File: src/rtl/seq_shift_unit.sv
`default_nettype none
// ============================================================================
//  Module      : seq_shift_unit
//  Description : Multi-cycle shift engine. Applies one single-bit step of a
//                pass / LSL / LSR / ASR operation per clock, for 0..2^CNTW-1
//                steps, under a start/busy/done handshake.
//  Revision    : 1.0 - initial release
// ============================================================================
module seq_shift_unit #(
  parameter int WIDTH = 16,
  parameter int CNTW  = 4
) (
  input  logic             clk,
  input  logic             reset,
  input  logic             start,
  input  logic [1:0]       op,
  input  logic [CNTW-1:0]  amount,
  input  logic [WIDTH-1:0] in,
  output logic [WIDTH-1:0] sout,
  output logic             busy,
  output logic             done
);

  typedef enum logic [1:0] {
    ST_IDLE  = 2'd0,
    ST_SHIFT = 2'd1,
    ST_DONE  = 2'd2
  } state_t;

  localparam logic [1:0] c_op_pass = 2'b00;
  localparam logic [1:0] c_op_lsl  = 2'b01;
  localparam logic [1:0] c_op_lsr  = 2'b10;
  localparam logic [1:0] c_op_asr  = 2'b11;

  localparam logic [CNTW-1:0] c_cnt_one = {{(CNTW-1){1'b0}}, 1'b1};

  state_t           state_q, state_d;
  logic [WIDTH-1:0] sout_q, sout_d;
  logic [CNTW-1:0]  count_q, count_d;
  logic [1:0]       op_q, op_d;
  logic [WIDTH-1:0] w_step;

  // One single-bit step of the latched operation applied to the working value.
  always_comb begin
    w_step = sout_q;
    case (op_q)
      c_op_pass: w_step = sout_q;
      c_op_lsl:  w_step = {sout_q[WIDTH-2:0], 1'b0};
      c_op_lsr:  w_step = {1'b0, sout_q[WIDTH-1:1]};
      c_op_asr:  w_step = {sout_q[WIDTH-1], sout_q[WIDTH-1:1]};
      default:   w_step = sout_q;
    endcase
  end

  // Next-state logic: accept in IDLE/DONE, step-and-count in SHIFT.
  always_comb begin
    state_d = state_q;
    sout_d  = sout_q;
    count_d = count_q;
    op_d    = op_q;
    case (state_q)
      ST_IDLE, ST_DONE: begin
        if (start) begin
          sout_d  = in;
          op_d    = op;
          count_d = amount;
          state_d = (amount != '0) ? ST_SHIFT : ST_DONE;
        end else begin
          state_d = ST_IDLE;
        end
      end
      ST_SHIFT: begin
        // start is ignored here; the latched request runs to completion.
        sout_d  = w_step;
        count_d = count_q - c_cnt_one;
        if (count_q == c_cnt_one) begin
          state_d = ST_DONE;
        end
      end
      default: state_d = ST_IDLE;
    endcase
  end

  // State and datapath registers with synchronous reset that aborts any operation.
  always_ff @(posedge clk) begin
    if (reset) begin
      state_q <= ST_IDLE;
      sout_q  <= '0;
      count_q <= '0;
      op_q    <= c_op_pass;
    end else begin
      state_q <= state_d;
      sout_q  <= sout_d;
      count_q <= count_d;
      op_q    <= op_d;
    end
  end

  assign sout = sout_q;
  assign busy = (state_q == ST_SHIFT);
  assign done = (state_q == ST_DONE);

endmodule
`default_nettype wire
File: config.mk
export PLATFORM = sky130hd
export DESIGN_NAME = seq_shift_unit
export DESIGN_NICKNAME = d
export VERILOG_FILES = /design/src/rtl/seq_shift_unit.sv
export SDC_FILE = /design/constraint.sdc
export NUM_CORES = 1
export LEC_CHECK = 0
export CAP_MARGIN = 20
export CORE_ASPECT_RATIO = 1.5
export CORE_UTILIZATION = 41
export CTS_CLUSTER_DIAMETER = 40
export DETAILED_ROUTE_END_ITERATION = 10
export HOLD_SLACK_MARGIN = 0.15
export PLACE_DENSITY = 0.77
export SYNTH_ARGS = -nofsm -noshare
export SYNTH_HDL_FRONTEND = slang
export SYNTH_SLANG_ARGS = --single-unit
File: constraint.sdc
create_clock -name clk -period 1.3 [get_ports clk]
set_input_delay 0.13 -clock clk [delete_from_list [all_inputs] [get_ports clk]]
set_output_delay 0.13 -clock clk [all_outputs]
set_load 0.02 [all_outputs]
==> run summary <==
dpl cell area -> 0.00186 mm^2
Gate power share -> 0.335
internal power -> 1.34 mW
total number of vias -> 1257
Worst Setup End Kind -> flop
Synthesized Nets -> 169
Finished Core Util -> 0.622
first-pass GRT wire length -> 5770 um
DRT iter0 DRCs -> 10
wire per inst -> 14.4 um
CORE AREA -> 0.00313 mm^2
post-DR vias/cell -> 5.30
actual slew at the worst max-slew pin -> 0.250 ns
Max Cap Viol -> 0
P&R area growth vs syn -> 46.4%
ys flop type -> dfxtp_1
power share of the clock group -> 0.221
Net Sw Frac -> 0.318
gr ovfl total -> 0
largest net degree at the start of global routing -> 20
Mapped Area -> 0.00133 mm^2
Setup Crit Path Kind -> input port to flop
Final setup viols -> 0
post-synthesis sequential area ratio -> 0.361
PwrDens -> 1010 mW/mm^2
share of layout cells above drive strength 1 -> 0.249
CTS clock-pin slew for the worst setup and hold paths -> 0.09 ns
DRT Pass-1 Iters -> 4
Chip Width -> 48.5 um
post-synth cell types -> 33
peak supply drop -> 735 uV
IO Count -> 43
Synth Register Bits -> 24
Placement Rows -> 25
Yosys Warn Count -> 0
final wirelength -> 3400 um
die height -> 71.8 um
Hold WC Path Type -> input port to flop
CTS Sinks -> 24
minimum clock period -> 1.26 ns
DIE AREA -> 0.00348 mm^2
worst hold slack -> 0.424 ns
Reg power frac -> 0.445
Max clock buf depth -> 2
worst clock skew -> 0.00584 ns
Critical Path Fanout Max -> 2
CTS tree -> done
CTS buffer count -> 3
Setup WS post-layout -> 0.0428 ns
antenna violations before repair -> 0
number of global-route vias before repair -> 1279
Final ANT Viol Nets -> 0
period utilization -> 0.967
max-slew violation count -> 0
DRC -> 0
outcome -> finished clean
final hold viol count -> 0
Post-synth EDFFs -> 0
Lkg Pwr -> 0.801 nW
Syn Area/Cell -> 9.37 um^2
H-tree Lvls -> 1
root buf cell -> clkbuf_8
crit start category -> input port
Worst EP arrival -> 1.44 ns
Clk Latency, worst-skew pair -> 0.26 ns
WP data required -> 1.49 ns
fmax -> 795 MHz
Post-Syn Instances -> 142
Final nets -> 226
relative slew slack -> 0.833
post-route cell area -> 0.00195 mm^2
GP Congestion -> 0.802
# port buffers -> 42
initial core utilization -> 0.425
Synth async-reset ratio -> 0
hpwl dp -> 2450 um
Ant. Diodes -> 0
Tot GR Track Use -> 0.208
Setup TNS Final -> 0 ns
Net Switching -> 0.627 mW
pre-CTS setup slack -> -0.400 ns
## synth_stat cells (all sizes together) (2+ instances only)
cell	instances	area (um^2)
a32oi	2	17.5
inv	3	11.3
a21oi	22	110
nand2	6	22.5
clkbuf	3	11.3
nand2b	2	20.0
nor2	25	98.8
o21ai	2	21.3
mux2i	14	140
dfxtp	24	480
ha	2	25.0
o2bb2ai	14	185
a221oi	2	17.5
buf	7	62.6
nor2b	3	18.8
## metrics by stage
step,std cells,power (mW)
floorplan,142,1.26
global route,237,2.08
finish,237,1.97
CTS,235,1.95
global placement,231,1.52
detailed placement,231,1.54
## per-layer routing
| layer | up-vias | global-route usage | share of wire |
|---|---|---|---|
| met5 | - | 0 | 0 |
| met4 | 0 | 0.0686 | 0.0094 |
| met3 | 4 | 0.0234 | 0.040 |
| met2 | 40 | 0.396 | 0.53 |
| met1 | 590 | 0.239 | 0.42 |
| li1 | 623 | - | - |
## power by group through the flow
| stage | Sequential (mW) | Combinational [mW] | Clock [mW] |
|---|---|---|---|
| 4_1_cts | 0.873 | 0.634 | 0.442 |
| 5_1_grt | 0.888 | 0.716 | 0.478 |
| 3_5_place_dp | 0.889 | 0.650 | 0 |
| 2_1_floorplan | 0.930 | 0.332 | 0 |
| 3_3_place_gp | 0.885 | 0.634 | 0 |
| 6_report | 0.876 | 0.659 | 0.435 |
## flip-flops by register name (all words and copies together), names as in the netlist
register,count
sout,16
count_q,4
op_q,2
state_q,2
## cells by family after synthesis
family / share of synthesized area
compound gates: 0.277
fa+ha+maj: 0.0188
buf+inv: 0.0640
flops: 0.361
xor+xnor: 0.00659
simple gates: 0.159
mux: 0.114
## critical path, stage by stage
cell,delay [ns]
clkdlybuf4s50_1,0.44
or4_4,0.56
o21ai_0,0.13
nor3b_2,0.18
## cells in the final DEF, fill, tap and decap left out, types with 2 or more instances in the layout
cell type and count:
o2bb2ai_1 4, o2bb2ai_2 10, a221oi_1 2, dfxtp_2 3
dfxtp_1 21, mux2i_1 14, clkbuf_8 3, ha_1 2
buf_4 16, dlygate4sd2_1 16, inv_1 2, nand2b_4 3
nand2_1 6, clkdlybuf4s50_1 24, nor2b_1 2, a21oi_1 22
a32oi_1 2, clkbuf_2 2, nor2_1 23
## what timing repair did
item                                    CTS  global route
gates cloned                              1             0
endpoints found under the setup margin   36            23
resized for setup                        24            11
pin swaps                                 0             3
hold buffers                              0             0
setup buffers                             0             2
endpoints found under the hold margin     0             0
## path summary, 6_finish.rpt
path,start,to,slack (ns),depth (start not counted)
worst min register to register,sout[12]$_SDFFE_PP0P_,sout[12]$_SDFFE_PP0P_,0.51,1
worst max register to register,state_q[0]$_SDFFE_PP0P_,sout[0]$_SDFFE_PP0P_,0.06,5
worst max-delay path,amount[0],state_q[1]$_SDFFE_PP0P_,0.04,4
worst min-delay path,op[1],op_q[1]$_SDFFE_PP0P_,0.42,3
## layout make-up
class,count,area (um^2)
fillers,289,1180
multi-input cells,106,801
repair buffers,61,557
flip-flops and latches,24,484
well taps,40,50.0
clock buffers,3,41.3
inverters,3,13.8
Note: power is estimated with default switching activity, not from simulation.
